--- src/rtl/pll_seq_pkg.sv ---
// Shared definitions for the PLL reset sequencer: state encoding, default
// timing for the 48 MHz reference clock and small elaboration helpers.
package pll_seq_pkg;

    typedef enum logic [2:0] {
        ST_PLLRST    = 3'd0,
        ST_WAIT_LOCK = 3'd1,
        ST_STABLE    = 3'd2,
        ST_RELEASE   = 3'd3,
        ST_RUN       = 3'd4,
        ST_FAULT     = 3'd5
    } seq_state_t;

    // Defaults for a 48 MHz reference
    localparam int DEF_NUM_PLL             = 2;
    localparam int DEF_PLL_RST_CYCLES      = 48;      // 1 us
    localparam int DEF_LOCK_STABLE_CYCLES  = 4800;    // 100 us
    localparam int DEF_LOCK_TIMEOUT_CYCLES = 480000;  // 10 ms
    localparam int DEF_STAGE_GAP           = 16;
    localparam int DEF_MAX_RETRIES         = 3;

    // retry_count saturates here
    localparam logic [3:0] RETRY_SAT = 4'd15;

    // Largest of four cycle counts, used to size the shared counter
    function automatic int max_of4(input int a, input int b, input int c, input int d);
        int m;
        m = a;
        if (b > m) m = b;
        if (c > m) m = c;
        if (d > m) m = d;
        return m;
    endfunction

endpackage

--- src/rtl/pll_reset_sequencer_sync2.sv ---
// Two-flop synchroniser for asynchronous level inputs, with a synchronous
// clear so that a reset forgets any stale lock indication.
module sync2 #(
    parameter int WIDTH = 1
) (
    input  logic             clk,
    input  logic             i_clr,
    input  logic [WIDTH-1:0] i_d,
    output logic [WIDTH-1:0] o_q
);

    logic [WIDTH-1:0] r_meta;
    logic [WIDTH-1:0] r_sync;

    // Capture the raw inputs, then re-register to settle metastability
    always_ff @(posedge clk) begin
        if (i_clr) begin
            r_meta <= {WIDTH{1'b0}};
            r_sync <= {WIDTH{1'b0}};
        end else begin
            r_meta <= i_d;
            r_sync <= r_meta;
        end
    end

    assign o_q = r_sync;

endmodule

--- src/rtl/pll_reset_sequencer.sv ---
// Supervises NUM_PLL PLLs from the free-running reference clock: pulses their
// RST inputs, waits for lock with timeout and bounded retries, qualifies lock
// stability and then releases the per-domain resets in index order. Any lock
// loss after qualification throws every domain back into reset.
module pll_reset_sequencer
    import pll_seq_pkg::*;
#(
    parameter int NUM_PLL             = DEF_NUM_PLL,
    parameter int PLL_RST_CYCLES      = DEF_PLL_RST_CYCLES,
    parameter int LOCK_STABLE_CYCLES  = DEF_LOCK_STABLE_CYCLES,
    parameter int LOCK_TIMEOUT_CYCLES = DEF_LOCK_TIMEOUT_CYCLES,
    parameter int STAGE_GAP           = DEF_STAGE_GAP,
    parameter int MAX_RETRIES         = DEF_MAX_RETRIES
) (
    input  logic               clk,
    input  logic               rst,
    input  logic [NUM_PLL-1:0] pll_locked,
    output logic [NUM_PLL-1:0] pll_rst,
    output logic [NUM_PLL-1:0] dom_rst,
    output logic               all_locked,
    output logic               fault,
    output logic [3:0]         retry_count
);

    localparam int CNT_MAX = max_of4(PLL_RST_CYCLES, LOCK_STABLE_CYCLES,
                                     LOCK_TIMEOUT_CYCLES, STAGE_GAP);
    localparam int CNT_W   = $clog2(CNT_MAX) + 1;
    localparam int IDX_W   = (NUM_PLL > 1) ? $clog2(NUM_PLL) : 1;

    localparam logic [CNT_W-1:0] CNT_ZERO     = {CNT_W{1'b0}};
    localparam logic [CNT_W-1:0] CNT_ONE      = CNT_W'(1);
    localparam logic [CNT_W-1:0] PLL_RST_LAST = CNT_W'(PLL_RST_CYCLES - 1);
    localparam logic [CNT_W-1:0] STABLE_LAST  = CNT_W'(LOCK_STABLE_CYCLES - 1);
    localparam logic [CNT_W-1:0] TIMEOUT_LAST = CNT_W'(LOCK_TIMEOUT_CYCLES - 1);
    localparam logic [CNT_W-1:0] GAP_LAST     = CNT_W'(STAGE_GAP - 1);
    localparam logic [IDX_W-1:0] IDX_ZERO     = {IDX_W{1'b0}};
    localparam logic [IDX_W-1:0] IDX_ONE      = IDX_W'(1);
    localparam logic [IDX_W-1:0] IDX_LAST     = IDX_W'(NUM_PLL - 1);
    localparam logic [NUM_PLL-1:0] ALL_ONES   = {NUM_PLL{1'b1}};
    localparam logic [NUM_PLL-1:0] ALL_ZEROS  = {NUM_PLL{1'b0}};

    seq_state_t         r_state;
    logic [CNT_W-1:0]   r_cnt;
    logic [IDX_W-1:0]   r_idx;
    logic [3:0]         r_retry;
    logic [NUM_PLL-1:0] r_pll_rst;
    logic [NUM_PLL-1:0] r_dom_rst;
    logic               r_all_locked;
    logic               r_fault;

    logic [NUM_PLL-1:0] w_sync;
    logic               w_lk;
    logic [3:0]         w_retry_inc;
    logic               w_retry_over;

    sync2 #(
        .WIDTH (NUM_PLL)
    ) u_lock_sync (
        .clk   (clk),
        .i_clr (rst),
        .i_d   (pll_locked),
        .o_q   (w_sync)
    );

    // Combined lock flag and the saturating retry increment used on timeout
    always_comb begin
        w_lk = &w_sync;
        if (r_retry == RETRY_SAT) begin
            w_retry_inc = RETRY_SAT;
        end else begin
            w_retry_inc = r_retry + 4'd1;
        end
        if (int'(w_retry_inc) > MAX_RETRIES) begin
            w_retry_over = 1'b1;
        end else begin
            w_retry_over = 1'b0;
        end
    end

    // Sequencer FSM with shared counter, release shifter and registered outputs
    always_ff @(posedge clk) begin
        if (rst) begin
            r_state      <= ST_PLLRST;
            r_cnt        <= CNT_ZERO;
            r_idx        <= IDX_ZERO;
            r_retry      <= 4'd0;
            r_pll_rst    <= ALL_ONES;
            r_dom_rst    <= ALL_ONES;
            r_all_locked <= 1'b0;
            r_fault      <= 1'b0;
        end else begin
            case (r_state)
                ST_PLLRST: begin
                    if (r_cnt == PLL_RST_LAST) begin
                        r_state   <= ST_WAIT_LOCK;
                        r_cnt     <= CNT_ZERO;
                        r_pll_rst <= ALL_ZEROS;
                    end else begin
                        r_cnt <= r_cnt + CNT_ONE;
                    end
                end
                ST_WAIT_LOCK: begin
                    // Lock takes priority over a coincident timeout
                    if (w_lk) begin
                        r_state <= ST_STABLE;
                        r_cnt   <= CNT_ZERO;
                    end else if (r_cnt == TIMEOUT_LAST) begin
                        r_retry   <= w_retry_inc;
                        r_cnt     <= CNT_ZERO;
                        r_pll_rst <= ALL_ONES;
                        if (w_retry_over) begin
                            r_state <= ST_FAULT;
                            r_fault <= 1'b1;
                        end else begin
                            r_state <= ST_PLLRST;
                        end
                    end else begin
                        r_cnt <= r_cnt + CNT_ONE;
                    end
                end
                ST_STABLE: begin
                    // A lock dropout restarts qualification without a new PLL pulse
                    if (!w_lk) begin
                        r_cnt <= CNT_ZERO;
                    end else if (r_cnt == STABLE_LAST) begin
                        r_state   <= ST_RELEASE;
                        r_cnt     <= CNT_ZERO;
                        r_idx     <= IDX_ZERO;
                        r_dom_rst <= ALL_ONES << 1;
                    end else begin
                        r_cnt <= r_cnt + CNT_ONE;
                    end
                end
                ST_RELEASE: begin
                    if (!w_lk) begin
                        r_state   <= ST_PLLRST;
                        r_cnt     <= CNT_ZERO;
                        r_pll_rst <= ALL_ONES;
                        r_dom_rst <= ALL_ONES;
                    end else if (r_idx == IDX_LAST) begin
                        r_state      <= ST_RUN;
                        r_cnt        <= CNT_ZERO;
                        r_dom_rst    <= ALL_ZEROS;
                        r_all_locked <= 1'b1;
                    end else if (r_cnt == GAP_LAST) begin
                        // Released bits fill from index 0 upward
                        r_cnt     <= CNT_ZERO;
                        r_idx     <= r_idx + IDX_ONE;
                        r_dom_rst <= r_dom_rst << 1;
                    end else begin
                        r_cnt <= r_cnt + CNT_ONE;
                    end
                end
                ST_RUN: begin
                    // Lock loss is not a timeout, so retry_count is left alone
                    if (!w_lk) begin
                        r_state      <= ST_PLLRST;
                        r_cnt        <= CNT_ZERO;
                        r_pll_rst    <= ALL_ONES;
                        r_dom_rst    <= ALL_ONES;
                        r_all_locked <= 1'b0;
                    end else begin
                        r_all_locked <= 1'b1;
                    end
                end
                ST_FAULT: begin
                    // Parked until rst: PLLs held in reset, domains held in reset
                    r_pll_rst    <= ALL_ONES;
                    r_dom_rst    <= ALL_ONES;
                    r_all_locked <= 1'b0;
                    r_fault      <= 1'b1;
                end
                default: begin
                    r_state      <= ST_PLLRST;
                    r_cnt        <= CNT_ZERO;
                    r_idx        <= IDX_ZERO;
                    r_pll_rst    <= ALL_ONES;
                    r_dom_rst    <= ALL_ONES;
                    r_all_locked <= 1'b0;
                end
            endcase
        end
    end

    assign pll_rst     = r_pll_rst;
    assign dom_rst     = r_dom_rst;
    assign all_locked  = r_all_locked;
    assign fault       = r_fault;
    assign retry_count = r_retry;

endmodule

--- config.mk ---
export PLATFORM = sky130hd
export DESIGN_NAME = pll_reset_sequencer
export DESIGN_NICKNAME = d
export VERILOG_FILES = /design/src/rtl/pll_seq_pkg.sv /design/src/rtl/pll_reset_sequencer_sync2.sv /design/src/rtl/pll_reset_sequencer.sv
export SDC_FILE = /design/constraint.sdc
export NUM_CORES = 1
export LEC_CHECK = 0
export BUFFER_PORTS_ARGS = -buffer_cell sky130_fd_sc_hd__buf_2
export CAP_MARGIN = 10
export CORE_UTILIZATION = 35
export DETAILED_ROUTE_END_ITERATION = 10
export GPL_ROUTABILITY_DRIVEN = 0
export PLACE_DENSITY = 0.57
export SYNTH_ARGS = -nofsm -noshare
export SYNTH_HDL_FRONTEND = slang
export SYNTH_SLANG_ARGS = --single-unit
--- constraint.sdc ---
create_clock -name clk -period 2.1 [get_ports clk]
set_input_delay 0.21 -clock clk [delete_from_list [all_inputs] [get_ports clk]]
set_output_delay 0.21 -clock clk [all_outputs]
set_load 0.05 [all_outputs]
## After elaboration in Yosys (flattened, before gate mapping)

Index checks and enable logic that the tools add are counted.

| operators by class | value |
|---|---|
| eq/ne operators | 23 |
| mux-type cells | 47 |
| bitwise operators | 6 |
| order comparisons | 1 |
| $add $sub $neg | 3 |
| reductions and logical operators | 15 |

Operators by type and width:

| cell | count |
|---|---|
| $mux 20 | 9 |
| $pmux 20 s6 | 1 |
| $mux 3 | 9 |
| $add 20x1->20 const B | 1 |
| $eq 20x13->1 const B | 1 |
| $eq 20x19->1 const B | 1 |
| $eq 20x4->1 const B | 1 |
| $eq 20x6->1 const B | 1 |
| $ne 2x2->1 const B | 10 |
| $mux 2 | 9 |
| $pmux 3 s6 | 1 |
| $pmux 2 s4 | 2 |
| $mux 1 | 12 |
| $reduce_and 5->1 | 2 |
| $reduce_and 4->1 | 2 |
| $reduce_and 7->1 | 1 |
| $eq 3x2->1 const B | 2 |
| $eq 3x3->1 const B | 2 |
| $ne 3x3->1 const B | 2 |
| $not 1->1 | 6 |
| $pmux 1 s3 | 2 |
| $reduce_and 3->1 | 2 |
| $add 4x1->4 const B | 1 |
| $eq 4x4->1 const B | 1 |
| 12 further kinds | 14 |

| storage, ports and cells | value |
|---|---|
| logic and storage cells | 105 |
| register bits | 38 |

## Depth between registers and ports, before layout

| depth | value |
|---|---|
| depth after elaboration | 8 |
| depth in mapped cells | 8 |

## Modules after synthesis

Synthesis repeated with hierarchy kept, for this count alone.

| unflattened totals | value |
|---|---|
| cell total of the unflattened synthesis | 237 |
| area total of the unflattened synthesis | 2,020.7 um2 |

Modules (own cells, without submodules):

| module | area an instance (um2) | cells each | instances |
|---|---|---|---|
| pll_reset_sequencer | 1,915.6 | 229 | 1 |
| sync2 | 105.1 | 8 | 1 |

## Least setup slack after synthesis

Ideal clock, no wire load.

| timing | value |
|---|---|
| kind | flip-flop to flip-flop |
| from | register r_cnt[0] |
| to | register r_cnt[15] |
| path slack | 196 ps |
| data required time | 1,968 ps |
| arrival | 1,772 ps |
| stages on the path, launching flop included | 9 |
| buffers on the path | 1 |
| setup time | 132 ps |
| clock period less this slack | 1,904 ps |
| cells stage by stage | dfxtp_1 > ha_1 > and3_1 > nand4_1 > nor3_2 > o21ai_1 > o21bai_1 > buf_4 > o311ai_1 |

| between the ends | value |
|---|---|
| word-level cells in the longest chain between the ends | 5 |
| elaborated cells between the ends (all ways) | 14 |
| those cells by class | add/sub: 1; eq/ne: 4; mux: 9 |

Ends and longest elaborated chain:

| item | line | source |
|---|---|---|
| start, declared | pll_reset_sequencer.sv:43 | `logic [CNT_W-1:0] r_cnt;` |
| start signal, assigned | pll_reset_sequencer.sv:99 | `r_cnt <= r_cnt + CNT_ONE;` |
| start signal, assigned | pll_reset_sequencer.sv:118 | `r_cnt <= r_cnt + CNT_ONE;` |
| start signal, assigned | pll_reset_sequencer.sv:131 | `r_cnt <= r_cnt + CNT_ONE;` |
| $add 20x1->20 or $eq 20x4->1 (tied branches) | - |  |
| $mux 20 | pll_reset_sequencer.sv:145 | `end else if (r_cnt == GAP_LAST) begin` |
| $mux 20 | pll_reset_sequencer.sv:140 | `end else if (r_idx == IDX_LAST) begin` |
| $mux 20 | pll_reset_sequencer.sv:135 | `if (!w_lk) begin` |
| $pmux 20 s6 * | pll_reset_sequencer.sv:92 | `case (r_state)` |

Mark *: on every way between the ends. The rest lies on a longest branch, timed or not.
A chain may end at the register's enable or synchronous reset.

## Worst setup path after layout

| timing | value |
|---|---|
| from | register r_cnt[0] |
| to | register r_cnt[11] |

Same word-level chain as after synthesis.

==> impl_metrics.py <==
metrics = {
    "sta": {
        "max_slew_margin_pct": 70.5,
        "setup_violations": 0,
        "finalSetupTns_ns": 0,
        "period_share_pct": 94.0,
        "layout_setup_ws_ns": 0.126,
        "finalClockSkew_ns": 0.00755,
        "rsz0062_at_grt": "yes",
        "hold_viol": 0,
        "max_freq_ghz": 0.506,
        "final_max_slew_viol_count": 0,
        "post-route-min-period_ns": 1.97,
        "tightest_slew_ns": 0.443,
    },
    "setup_path": {
        "r2r_start": "r_cnt[0]$_SDFFE_PP0P_",
        "timing.rr.end": "r_cnt[11]$_SDFFE_PP0P_",
        "r2r_cells": 9,
        "critPathLaunchType": "flip-flop",
        "required_ns": 2.31,
        "cp.arrival_ns": 2.18,
        "cp_max_fo": 11,
        "path_class": "reg2reg",
        "reg2reg_slack_ns": 0.13,
        "end_kind": "flip-flop",
    },
    "route": {
        "wl_per_cell_um": 14.5,
        "drtPass1Iterations": 4,
        "routed_wl_mm": 5.45,
        "drtIter0Drc": 150,
        "routed-via-count": 2035,
        "drc_errors": 0,
        "via_per_inst": 5.43,
        "drt.antenna.violating_nets": 0,
    },
    "clock_tree": {
        "cts_setup_buffers": 0,
        "cts_htree_levels": 2,
        "cts_sinks": 37,
        "cts_buffers": 5,
        "cts_tree": "done",
        "cts-root-buf": "clkbuf_8",
        "path_clk_slew_ns": 0.07,
        "clock_path_buffers": 2,
        "clkLatencyLatePin_ns": 0.29,
    },
    "grt": {
        "grt_pass1_wl_mm": 9.24,
        "grt_pass1_vias": 1832,
        "met1_usage_pct": 25.0,
        "antenna_found_initial": 0,
        "busiest_layer": "met2",
        "grt_max_degree": 24,
        "gr-total-overflow": 0,
        "use_met3_pct": 3.71,
        "grtUsageTotal_pct": 18.7,
        "use_met2_pct": 29.0,
    },
    "yosys": {
        "synthCells": 273,
        "synthArstFlopShare_pct": 0,
        "ys_seq_elements": 37,
        "yosysTopAreaCell": "dfxtp_1",
        "yosys-top-cells-area": "dfxtp_1, nand2_1, nand3_1",
        "yosysWarnings": 0,
        "synth-main-ff-cell": "dfxtp_1",
        "syn_nets": 279,
        "netlist_area_um2": 2180,
        "synth_edf_count": 0,
        "yosysTopAreaCellShare_pct": 33.9,
        "syn_area_per_cell_um2": 8.00,
        "ys_seq_area_share_pct": 33.9,
        "synth_cell_types": 54,
    },
    "hold_path": {
        "min_to": "u_lock_sync.r_meta[1]$_SDFF_PP0_",
        "min_from": "pll_locked[1]",
        "hold_depth": 2,
        "hold_path_class": "in2reg",
    },
    "power_and_ir_drop": {
        "irDropWorstVdd_v": 0.000308,
        "leakagePower_nw": 0.928,
        "seqPwrFrac_pct": 52.3,
        "power_per_cell_area_nw_per_um2": 547,
        "comb_power_share_pct": 11.4,
        "intPower_mw": 1.05,
        "clkPwrFrac_pct": 36.4,
        "power.switching_mw": 0.345,
        "p_sw_share_pct": 24.8,
        "p_total_mw": 1.39,
    },
    "floorplanning": {
        "num_rows": 28,
        "design.die.area_um2": 6560,
        "core_area_um2": 5960,
        "start_util_pct": 36.7,
        "io_pins": 14,
        "die_h_um": 81.0,
        "die_w_um": 81.0,
    },
    "status": {
        "status": "finished, final reports clean",
    },
    "placement": {
        "portBuffers": 13,
        "place_area_um2": 2440,
        "place_ws_ns": 0.146,
        "dpl.hpwl_mm": 3.90,
    },
    "cells_and_area": {
        "fin_area_um2": 2540,
        "syn_to_final_growth_pct": 16.3,
        "nets": 306,
        "fin_util_pct": 42.7,
        "num_antenna_cells": 0,
        "drive_gt1_share_pct": 20.3,
    },
    "run": {
        "cap_violations": 0,
    },
}
## logic make-up after synthesis
logic type	share of synthesized area, %
fa+ha+maj	1.15
xor+xnor	4.41
simple gates	34.3
buf+inv	5.73
mux	0.916
flops	33.9
compound gates	19.6
## power groups by stage
| stage | Combinational, mW | Sequential, mW | Clock, mW |
|---|---|---|---|
| after global routing | 0.173 | 0.728 | 0.551 |
| after global placement | 0.156 | 0.742 | 0 |
| after CTS | 0.158 | 0.726 | 0.523 |
| after floorplan | 0.0888 | 0.745 | 0 |
| final | 0.158 | 0.727 | 0.506 |
| after detailed placement | 0.157 | 0.743 | 0 |
## cells in the final DEF, fill, tap and decap left out, drive strengths merged, types with 4 or more instances in the layout
cell type / n
buf: 40
dfxtp: 37
nand2: 30
nor2: 21
nand3: 17
o21ai: 17
nor3: 16
a21oi: 10
o211ai: 7
a211oi: 7
nand4: 7
clkbuf: 7
inv: 6
nor2b: 6
xor2: 6
nand2b: 5
xnor2: 5
and3: 5
nor4: 5
o311ai: 4
nor3b: 4
and2: 4
or3: 4
## stage by stage
step                std cells  hold WS, ns
floorplan                 273        0.338
global placement          368        0.426
detailed placement        368        0.427
CTS                       375        0.119
global route              375        0.126
finish                    375        0.127
## synth_stat cells (4+ instances only)
cell type / number
a211oi_1: 7
inv_1: 6
xnor2_1: 5
o311ai_1: 4
o211ai_1: 7
xor2_1: 6
o21ai_0: 6
clkbuf_1: 12
and3_1: 5
o21ai_1: 11
nand2_1: 30
nand3_1: 17
nor2b_1: 6
a21oi_1: 10
dfxtp_1: 37
nor3b_1: 4
nor2_1: 21
nand4_1: 6
nor3_1: 15
nand2b_1: 5
buf_2: 4
## worst max-delay path: stages (launching register included)
cell      delay [ns]
dfxtp_1         0.32
ha_1            0.20
and3_2          0.24
nand4_1         0.13
nor2_1          0.08
o41ai_2         0.25
buf_4           0.25
nor2_1          0.05
buf_4           0.15
a211oi_1        0.21
## repair_timing
action                     in CTS  in global routing
hold buffers                    0                  0
resized for setup               0                  3
setup endpoints to repair       0                  7
## how the worst max path moves through the flow
stage / startpoint / end / slack [ns] / cells past startpoint
after detailed placement: r_cnt[0]$_SDFFE_PP0P_ / r_cnt[11]$_SDFFE_PP0P_ / 0.15 / 9
after global routing: r_cnt[0]$_SDFFE_PP0P_ / r_cnt[10]$_SDFFE_PP0P_ / -0.02 / 9
after floorplan: r_cnt[0]$_SDFFE_PP0P_ / r_cnt[15]$_SDFFE_PP0P_ / 0.20 / 8
after CTS: r_cnt[0]$_SDFFE_PP0P_ / r_cnt[11]$_SDFFE_PP0P_ / 0.12 / 9
after global placement: r_cnt[0]$_SDFFE_PP0P_ / r_cnt[7]$_SDFFE_PP0P_ / 0.16 / 9
final: r_cnt[0]$_SDFFE_PP0P_ / r_cnt[11]$_SDFFE_PP0P_ / 0.13 / 9
## metal layers
| layer | up-vias | share of wire (%) |
|---|---|---|
| met5 | - | 0 |
| met4 | 0 | 1.8 |
| met3 | 8 | 3.6 |
| met2 | 42 | 46 |
| met1 | 942 | 49 |
| li1 | 1043 | - |
## cell type report
class,count,area [µm²]
inverters,6,22.5
fillers,614,3410
well taps,75,93.8
flip-flops and latches,37,741
clock buffers,7,86.3
repair buffers,40,268
multi-input cells,210,1330
## state kept, by name (all words and copies together), names as in the netlist
name	count
pll_rst	1
u_lock_sync.o_q	2
fault	1
r_idx	1
u_lock_sync.r_meta	2
r_cnt	20
retry_count	4
all_locked	1
r_state	3
dom_rst	2
No activity file was read; power rests on OpenSTA's default activity.
